$ cat config.mk
export PLATFORM = sky130hd
export DESIGN_NAME = serial_operand_recover
export DESIGN_NICKNAME = d
export VERILOG_FILES = /design/src/rtl/serial_operand_recover.sv
export SDC_FILE = /design/constraint.sdc
export NUM_CORES = 1
export LEC_CHECK = 0
export CORE_MARGIN = 1
export CORE_UTILIZATION = 51
export DETAILED_ROUTE_END_ITERATION = 8
export HOLD_SLACK_MARGIN = 0.1
export PLACE_DENSITY_LB_ADDON = 0.15
export SLEW_MARGIN = 15
export SYNTH_ARGS = -nofsm -noshare
export SYNTH_HDL_FRONTEND = slang
export SYNTH_SLANG_ARGS = --single-unit
$ cat constraint.sdc
create_clock -name CLK -period 1.6 [get_ports CLK]
set_input_delay 0.32 -clock CLK [delete_from_list [all_inputs] [get_ports CLK]]
set_output_delay 0.32 -clock CLK [all_outputs]
set_load 0.05 [all_outputs]
$ cat src/rtl/serial_operand_recover.sv
// Bit-serial operand recovery: given Z and B, rebuilds A (Z-B when CALC=0, Z+B when CALC=1),
// one bit per clock LSB first, behind valid/ready handshakes on both sides.
module serial_operand_recover #(
   parameter int unsigned CALC  = 0,
   parameter int unsigned WIDTH = 8
) (
   input  logic             CLK,
   input  logic             RST,
   input  logic             IN_VALID,
   output logic             IN_READY,
   input  logic [WIDTH-1:0] DIN_Z,
   input  logic [WIDTH-1:0] DIN_B,
   output logic             OUT_VALID,
   input  logic             OUT_READY,
   output logic [WIDTH-1:0] DOUT,
   output logic             DOUT_C
);

   localparam int unsigned CW = $clog2(WIDTH + 1);

   typedef enum logic [1:0] {
      S_IDLE = 2'd0,
      S_RUN  = 2'd1,
      S_DONE = 2'd2
   } state_t;

   state_t           r_state;
   state_t           w_state_nxt;
   logic [WIDTH-1:0] r_z;
   logic [WIDTH-1:0] r_b;
   logic [CW-1:0]    r_cnt;
   logic             r_cy;

   logic [WIDTH-1:0] w_z_nxt;
   logic [WIDTH-1:0] w_b_nxt;
   logic [CW-1:0]    w_cnt_nxt;
   logic             w_cy_nxt;
   logic [WIDTH-1:0] w_dout_nxt;
   logic             w_dout_c_nxt;
   logic             w_in_ready_nxt;
   logic             w_out_valid_nxt;

   logic             w_zb;
   logic             w_bit;
   logic             w_cy_step;

   // One full-adder / full-subtractor slice on the current LSBs
   assign w_zb  = r_z[0] ^ r_b[0];
   assign w_bit = w_zb ^ r_cy;

   if (CALC == 0) begin : g_sub
      assign w_cy_step = (~r_z[0] & r_b[0]) | (~w_zb & r_cy);
   end else begin : g_add
      assign w_cy_step = (r_z[0] & r_b[0]) | (r_cy & w_zb);
   end

   // State and datapath register
   always_ff @(posedge CLK) begin
      if (RST) begin
         r_state   <= S_IDLE;
         r_z       <= '0;
         r_b       <= '0;
         r_cnt     <= '0;
         r_cy      <= 1'b0;
         DOUT      <= '0;
         DOUT_C    <= 1'b0;
         IN_READY  <= 1'b1;
         OUT_VALID <= 1'b0;
      end else begin
         r_state   <= w_state_nxt;
         r_z       <= w_z_nxt;
         r_b       <= w_b_nxt;
         r_cnt     <= w_cnt_nxt;
         r_cy      <= w_cy_nxt;
         DOUT      <= w_dout_nxt;
         DOUT_C    <= w_dout_c_nxt;
         IN_READY  <= w_in_ready_nxt;
         OUT_VALID <= w_out_valid_nxt;
      end
   end

   // Next-state and next-output logic
   always_comb begin
      w_state_nxt     = r_state;
      w_z_nxt         = r_z;
      w_b_nxt         = r_b;
      w_cnt_nxt       = r_cnt;
      w_cy_nxt        = r_cy;
      w_dout_nxt      = DOUT;
      w_dout_c_nxt    = DOUT_C;
      w_in_ready_nxt  = 1'b0;
      w_out_valid_nxt = 1'b0;

      case (r_state)
         S_IDLE: begin
            if (IN_VALID) begin
               w_z_nxt     = DIN_Z;
               w_b_nxt     = DIN_B;
               w_cnt_nxt   = '0;
               w_cy_nxt    = 1'b0;
               w_state_nxt = S_RUN;
            end
         end
         S_RUN: begin
            w_z_nxt    = {1'b0, r_z[WIDTH-1:1]};
            w_b_nxt    = {1'b0, r_b[WIDTH-1:1]};
            w_cy_nxt   = w_cy_step;
            w_dout_nxt = {w_bit, DOUT[WIDTH-1:1]};
            w_cnt_nxt  = r_cnt + CW'(1);
            if (r_cnt == CW'(WIDTH - 1)) begin
               w_dout_c_nxt = w_cy_step;
               w_state_nxt  = S_DONE;
            end
         end
         S_DONE: begin
            if (OUT_READY) begin
               w_state_nxt = S_IDLE;
            end
         end
         default: begin
            w_state_nxt = S_IDLE;
         end
      endcase

      w_in_ready_nxt  = (w_state_nxt == S_IDLE);
      w_out_valid_nxt = (w_state_nxt == S_DONE);
   end

endmodule

==> results.cfg, run 1 <==
[status]
status = finished clean

[synthesis]
yosysTopAreaCell = dfxtp_1
synth-simple-area-share = 0.322
synth_cells = 177
seq_area_frac_synth = 0.423
synth_seq_cells = 34
synth.area.top_cells = dfxtp_1 42%, or3b_1 6.5%, nand2b_1 5.8%
synthAdderAreaFrac = 0.0202
ys_warn_count = 0
synth_top_family_by_area = simple AND/OR/NAND/NOR gates
netlist.area_leader.share = 0.423
ys_types = 33
synth_nets = 199
syn_area_per_cell_um2 = 9.09
synth_xor_xnor_area_share = 0
muxShareOfSynthArea = 0.00622
syn_area_um2 = 1610
synth-compound-area-share = 0.161

[drt]
ant_nets = 0
vias_per_cell = 5.07
drc = 0
routed.top_layer = met4
num_vias = 1292
wl_met2_mm = 1.54
drt_iter0_drc = 64
wl_met3_um = 116
wl_met1_mm = 1.46
wire_per_inst_um = 12.4
first_pass_iters = 4
wl_mm = 3.16

[sta]
setup_viol = 0
rsz0062_at_grt = no
finalCriticalPeriod_ns = 1.42
final_max_slew_viol_count = 0
worst_slew_pin_slew_ns = 0.361
fin_skew_ns = 0.00729
slew_headroom = 0.759
hold_viol = 0
finalSetupTns_ns = 0
fmaxAchievable_ghz = 0.705
min_period_over_period = 0.886

[worst_setup_path]
reg2reg_depth = 5
end_kind = flop
cp_max_fo = 24
critical_path_class = flop to flop
worstPathArrival_ns = 1.67
critPathRequiredTime_ns = 1.85
start_kind = flop

[placement]
dp_hpwl_mm = 2.28
io_buffers = 30
gp_congestion = 0.785
placed_area_um2 = 1930

[clock_tree]
cts_tree = built
cts_buffers = 5
clk_pin_slew_ns = 0.10
cts_num_sinks = 34
cts_max_level = 2
hold_buffers = 0
root_buffer = clkbuf_4
postCtsResizedCells = 0
postCtsSetupBuffers = 0
clock_latency_ns = 0.33
cts_buffer_depth = 2

[die]
rows = 20
ios = 31
coreArea_um2 = 3030
fp.dieH_um = 58.2
die_x_um = 58.2
start_util = 0.531
die_area_um2 = 3380

[cells_and_area]
syn_to_final_growth_pct = 22.9
design_area_um2 = 1980
diodes = 0
final_layout_size_suffix_gt1_frac = 0.242
fillers = 265
nets = 233
final_core_util = 0.653

[pwr]
power_frac_clock = 0.263
power_density_nw_per_um2 = 836
cellLeakagePower_nw = 0.770
swShare = 0.272
p_seq_frac = 0.554
netSwitchingPower_w = 0.000449
p_int_w = 0.00120
comb_power_share = 0.183
irDropWorstVdd_mv = 0.488

[hold_path]
hp-class = flop to flop
min_path_cells = 2

[global_route]
grt_antenna_before_repair = 0
grt_pass1_wl_mm = 5.53
grt.total_usage = 0.214
grt_pass1_vias = 1263
grt_max_degree = 25
grt_remaining_overflow = 0

[job]
maxCapViolations = 0
==> registers in the layout, summed over array words and instances, names as in the netlist <==
register   count
DOUT           8
r_b            8
r_z            8
r_cnt          4
r_state        2
DOUT_C         1
IN_READY       1
OUT_VALID      1
r_cy           1
==> worst paths after layout <==
check | from | end | slack, ns
min | DOUT[0] | DOUT[0] | 0.46
max | r_state[0] | r_b[1] | 0.18
max reg2reg | r_state[0] | r_b[1] | 0.18
min reg2reg | DOUT[0] | DOUT[0] | 0.46
==> cells by family (layout without fill, tap and decap cells) <==
kind of cell,Yosys count,after routing
simple gates,87,87
compound gates,37,37
flops,34,34
buf+inv,16,50
fa+ha+maj,2,2
mux,1,1
==> cells in the final DEF (no fill, tap or decap) <==
cell and count:
dfxtp_1 34, buf_4 21, nor2_1 20, clkdlybuf4s50_1 19, nand2_1 17, a21oi_1 16
nand2b_1 15, or3b_1 12, a21oi_2 9, nor3_2 9, nor3_1 5, clkbuf_4 5
a22oi_1 3, inv_1 2, nor3b_1 2, nand3_1 2, or3b_2 2, a211oi_1 2
clkinv_2 2, o21ba_2 1, o21bai_1 1, and2b_1 1, and3b_1 1, a311oi_1 1
o21bai_2 1, or3_1 1, a31oi_1 1, a2bb2oi_1 1, o211a_1 1, mux2i_1 1
fa_1 1, ha_1 1, buf_12 1
==> synth_stat cells <==
cell type   n
a211oi_1    2
a21oi_1    16
a21oi_2     9
a22oi_1     3
a2bb2oi_1   1
a311oi_1    1
a31oi_1     1
and2b_1     1
and3b_1     1
buf_1       1
buf_2       3
buf_4       2
buf_6       5
clkbuf_1    3
dfxtp_1    34
fa_1        1
ha_1        1
inv_1       2
mux2i_1     1
nand2_1    17
nand2b_1   15
nand3_1     2
nor2_1     20
nor3_1      5
nor3_2      9
nor3b_1     2
o211a_1     1
o21ba_2     1
o21bai_1    1
o21bai_2    1
or3_1       1
or3b_1     12
or3b_2      2
==> routing by layer <==
layer / track usage / vias up
li1: - / 669
met1: 0.259 / 592
met2: 0.366 / 25
met3: 0.0536 / 6
met4: 0.0816 / 0
met5: 0 / -
==> per-stage QoR <==
| step | instances | worst slack (ns) | total power, W | hold slack, ns |
|---|---|---|---|---|
| after floorplan | 177 | 0.384 | 0.00114 | 0.456 |
| after global placement | 248 | -0.0844 | 0.00123 | 0.442 |
| after detailed placement | 248 | -0.115 | 0.00124 | 0.452 |
| after CTS | 255 | 0.161 | 0.00167 | 0.467 |
| after global routing | 255 | 0.0341 | 0.00175 | 0.500 |
| final | 255 | 0.182 | 0.00165 | 0.461 |
==> power groups by stage <==
| stage | Combinational (W) | Sequential, W | Clock (W) |
|---|---|---|---|
| after floorplan | 0.000198 | 0.000944 | 0 |
| after global placement | 0.000296 | 0.000933 | 0 |
| after detailed placement | 0.000305 | 0.000935 | 0 |
| after CTS | 0.000306 | 0.000916 | 0.000448 |
| after global routing | 0.000334 | 0.000923 | 0.000494 |
| final | 0.000303 | 0.000916 | 0.000435 |
==> area by class of cell <==
cell class / count / area [um2] / share of cell area
Sequential cell: 34 / 681 / 0.344
Tap cell: 44 / 55.1 / 0.0278
Multi-Input combinational cell: 127 / 820 / 0.414
Timing Repair Buffer: 41 / 368 / 0.186
Clock inverter: 2 / 10.0 / 0.00506
Inverter: 2 / 7.51 / 0.00380
Clock buffer: 5 / 37.5 / 0.0190
==> worst max-delay path, stage by stage (launching register included) <==
cell	delay [ns]
dfxtp_1	0.48
buf_4	0.31
o21ba_2	0.24
buf_4	0.15
nor2_1	0.04
nor3_1	0.13
Note: power is estimated with default switching activity, not from simulation.
==> inputs of run 2 (changes only) <==
--- a/config.mk
+++ b/config.mk
@@ -9,7 +9,7 @@
 export CORE_UTILIZATION = 51
 export DETAILED_ROUTE_END_ITERATION = 8
 export HOLD_SLACK_MARGIN = 0.1
-export PLACE_DENSITY_LB_ADDON = 0.15
+export PLACE_DENSITY = 0.9
 export SLEW_MARGIN = 15
 export SYNTH_ARGS = -nofsm -noshare
 export SYNTH_HDL_FRONTEND = slang
==> run 2 against run 1 <==
Net effect: sequential power barely moved; clock power fell by 4.6%; first-iteration DRC count fell by 19%; combinational power barely moved; sequential share of layout area fell by 0.30 points; critical path type is now primary input to flop; largest cell class unchanged; largest power group unchanged.
==> results.cfg, run 2 (synthesized netlist as in run 1, its figures left out) <==
[status]
status = finished clean

[cells_and_area]
seqCellArea_um2 = 681
final_common_cell = dfxtp_1
most-common-layout-cells = 34 x dfxtp_1, 21 x buf_4, 20 x nor2_1, 19 x clkdlybuf4s50_1, 17 x nand2_1
syn_to_final_growth_pct = 24.0
diodes = 0
largest_registers = DOUT x8, r_b x8, r_z x8
design_area_um2 = 2000
final_layout_size_suffix_gt1_frac = 0.236
fillers = 257
stdcell_count = 256
multiInputGateArea_um2 = 820
nets = 234

[hold_path]
hp-start = DOUT[0]
whs_endpoint = DOUT[0]
min_path_cells = 2
hp-class = flop to flop

[global_route]
grt.total_usage = 0.191
grt_pass1_wl_mm = 4.97
grt_pass1_vias = 1202
grt_antenna_before_repair = 0
grt_remaining_overflow = 0
grt_max_degree = 35

[pwr]
power_density_nw_per_um2 = 820
p_total_w = 0.00164
irDropWorstVdd_mv = 0.414
cellLeakagePower_nw = 0.775

[die]
start_util = 0.531
ios = 31
rows = 20
die_area_um2 = 3380
coreArea_um2 = 3030
fp.dieH_um = 58.2
die_x_um = 58.2

[placement]
gp_congestion = 0.789
dp_hpwl_mm = 2.08
placed_area_um2 = 1950
io_buffers = 30
dp.cells = 249
pre_cts_ws_ns = -0.178

[clock_tree]
cts_num_sinks = 34
cts_max_level = 2
clk_pin_slew_ns = 0.10
hold_buffers = 0
cts_buffer_depth = 2
root_buffer = clkbuf_4
postCtsResizedCells = 0
postCtsSetupBuffers = 0
clock_latency_ns = 0.32
cts_buffers = 5
cts_tree = built

[sta]
hold_viol = 0
finalCriticalPeriod_ns = 1.45
finalSetupTns_ns = 0
fin_skew_ns = 0.0109
setup_viol = 0
rsz0062_at_grt = no
worst_slew_pin_slew_ns = 0.315
min_period_over_period = 0.905
worst_slack_ns = 0.151
final_max_slew_viol_count = 0
slew_headroom = 0.789
fmaxAchievable_ghz = 0.690

[worst_setup_path]
cp_max_fo = 9
r2r_start = r_state[0]
end_kind = flop
start_kind = primary input
critPathRequiredTime_ns = 1.83
worstReg2RegEnd = r_b[0]
regToRegSetupSlack_ns = 0.23
reg2reg_depth = 4
critical_path_class = primary input to flop
worstPathArrival_ns = 1.67

[drt]
num_vias = 1307
drt_iter0_drc = 52
drc = 0
wire_per_inst_um = 11.3
wl_mm = 2.89
vias_per_cell = 5.11
ant_nets = 0
first_pass_iters = 4

[job]
maxCapViolations = 0
==> run 2: changes by cell type in the layout (fill, tap and decap cells not counted), sizes merged <==
| cell | before | now |
|---|---|---|
| clkbuf | 5 | 7 |
| buf | 22 | 23 |
| clkinv | 2 | 0 |
==> run 2: power breakdown <==
group / leakage, nW / switching [W] / internal (W) / total [W]
clock: 0.0254 / 0.000250 / 0.000166 / 0.000415
combinational: 0.471 / 0.000146 / 0.000159 / 0.000305
sequential: 0.279 / 0.0000246 / 0.000891 / 0.000915
total: 0.775 / 0.000421 / 0.00122 / 0.00164
==> run 2: how the worst max path moves through the flow <==
stage / cells after the start / from / end
after floorplan: 5 / r_state[0] / r_b[4]
after global placement: 5 / IN_VALID / r_z[0]
after global routing: 5 / IN_VALID / r_z[4]
after CTS: 5 / IN_VALID / r_z[0]
final: 5 / IN_VALID / r_z[0]
after detailed placement: 5 / IN_VALID / r_z[1]
==> run 2: area by class of cell <==
type                            count  share of cell area
Sequential cell                    34               0.341
Timing Repair Buffer               42               0.194
Tap cell                           44              0.0276
Clock buffer                        7              0.0226
Inverter                            2             0.00376
Multi-Input combinational cell    127               0.411
==> run 2: per-layer routing <==
metal	vias up	GRT usage	share of wire
met4	0	0.0816	0.014
li1	670	-	-
met2	19	0.340	0.49
met5	-	0	0
met3	5	0.0335	0.027
met1	613	0.225	0.47
==> run 2: metrics by stage <==
stage	hold WS (ns)	utilization
2_1_floorplan	0.456	-
3_3_place_gp	0.446	0.644
3_5_place_dp	0.451	0.644
4_1_cts	0.464	0.659
5_1_grt	0.486	0.659
6_report	0.458	0.659
==> run 2: critical path, stage by stage <==
cell and delay (ns):
clkdlybuf4s50_1 0.59, buf_4 0.18, or3b_1 0.37, a21oi_2 0.16, nor3_2 0.05
==> inputs of run 3 (changes only) <==
--- a/config.mk
+++ b/config.mk
@@ -10,6 +10,7 @@
 export DETAILED_ROUTE_END_ITERATION = 8
 export HOLD_SLACK_MARGIN = 0.1
 export PLACE_DENSITY = 0.9
+export REMOVE_ABC_BUFFERS = 1
 export SLEW_MARGIN = 15
 export SYNTH_ARGS = -nofsm -noshare
 export SYNTH_HDL_FRONTEND = slang
==> run 3 against run 2 <==
Net effect: the flow now finishes with violations (DRC); cell area increased by 3.4%; worst setup slack got worse by 0.037 ns; register-to-register slack got worse by 0.12 ns; sequential share of layout area decreased by 1.1 points; largest power group unchanged; critical endpoint is now r_cnt[3]; sequential cell count unchanged; fmax decreased by 2.5%; total power increased by 24%; combinational power about the same; clock skew decreased by 0.0015 ns; global-route usage increased by 1.9 points; critical path depth decreased by 2.
==> results.cfg, run 3 (synthesized netlist as in run 1, its figures left out) <==
[drt]
vias_per_cell = 5.14
ant_nets = 0
wire_per_inst_um = 12.2
num_vias = 1327
drc = 1
first_pass_iters = 6
wl_mm = 3.14
drt_iter0_drc = 58

[global_route]
grt_remaining_overflow = 0
grt.total_usage = 0.210
grt_antenna_before_repair = 0
grt_pass1_wl_mm = 5.38
grt_pass1_vias = 1227
grt_max_degree = 35

[pwr]
power_density_nw_per_um2 = 980
irDropWorstVdd_mv = 0.575
cellLeakagePower_nw = 0.810

[placement]
gp_congestion = 0.735
io_buffers = 30
dp.cells = 250
pre_cts_ws_ns = -0.164
placed_area_um2 = 1960
dp_hpwl_mm = 2.15

[job]
maxCapViolations = 0

[die]
coreArea_um2 = 3030
ios = 31
fp.dieH_um = 58.2
die_area_um2 = 3380
die_x_um = 58.2
start_util = 0.531
rows = 20

[clock_tree]
postCtsResizedCells = 0
root_buffer = clkbuf_4
postCtsSetupBuffers = 0
cts_tree = built
cts_max_level = 2
clock_latency_ns = 0.34
cts_num_sinks = 34
cts_buffers = 5
clk_pin_slew_ns = 0.11
cts_buffer_depth = 2
hold_buffers = 0

[worst_setup_path]
critical_path_class = flop to flop
worstPathArrival_ns = 1.77
start_kind = flop
critPathRequiredTime_ns = 1.89
cp_max_fo = 13
end_kind = flop

[sta]
min_period_over_period = 0.928
worst_slack_ns = 0.115
setup_viol = 0
slew_headroom = 0.701
fin_skew_ns = 0.00945
rsz0062_at_grt = no
fmaxAchievable_ghz = 0.673
worst_slew_pin_slew_ns = 0.448
finalCriticalPeriod_ns = 1.49
hold_viol = 0
holdWs_ns = 0.466
finalSetupTns_ns = 0
final_max_slew_viol_count = 0

[cells_and_area]
diodes = 0
final_layout_size_suffix_gt1_frac = 0.252
largest_registers = DOUT x8, r_b x8, r_z x8
design_area_um2 = 2060
fillers = 234
most-common-layout-cells = 34 x dfxtp_1, 22 x buf_4, 20 x nor2_1, 19 x clkdlybuf4s50_1, 17 x nand2_1
syn_to_final_growth_pct = 28.3
stdcell_count = 258
nets = 235
final_common_cell = dfxtp_1

[status]
failed_checks = DRC
status = finished with violations

[hold_path]
hp-class = flop to flop
-- run 3: critical path: stages (launching register included) --
cell and delay [ns]:
dfxtp_1 0.62, nand2b_1 0.26, or3_1 0.39, a31oi_1 0.15
-- run 3: final timing paths --
path / to / slack (ns) / cells after the start / start
worst max-delay path: r_cnt[3] / 0.11 / 3 / r_state[0]
worst min-delay path: DOUT[1] / 0.47 / 2 / DOUT[2]
worst max register to register: r_cnt[3] / 0.11 / 3 / r_state[0]
worst min register to register: DOUT[1] / 0.47 / 2 / DOUT[2]
-- run 3: routing by layer --
layer,part of all wire,track usage
met5,0,0
met4,0.018,0.102
met3,0.029,0.0469
met2,0.48,0.337
met1,0.47,0.266
-- run 3: final cells by class --
class                      count  area [um2]  share of cell area
clock buffer                   5        37.5              0.0182
clock inverter                 3        68.8              0.0333
inverter                       2        7.51             0.00364
multi-input combinational    127         820               0.397
sequential                    34         681               0.330
tap                           44        55.1              0.0267
timing repair buffer          43         395               0.192
-- run 3: metrics by stage --
| stage | total power (W) | utilization |
|---|---|---|
| after CTS | 0.00204 | 0.682 |
| after global routing | 0.00211 | 0.682 |
| after floorplan | 0.00110 | - |
| after global placement | 0.00123 | 0.647 |
| final | 0.00202 | 0.682 |
| after detailed placement | 0.00124 | 0.647 |
-- run 3: power breakdown --
part,total [W],switching (W),internal [W]
clock network,0.000798,0.000309,0.000489
registers,0.000919,0.0000281,0.000891
logic,0.000306,0.000146,0.000160
total,0.00202,0.000484,0.00154
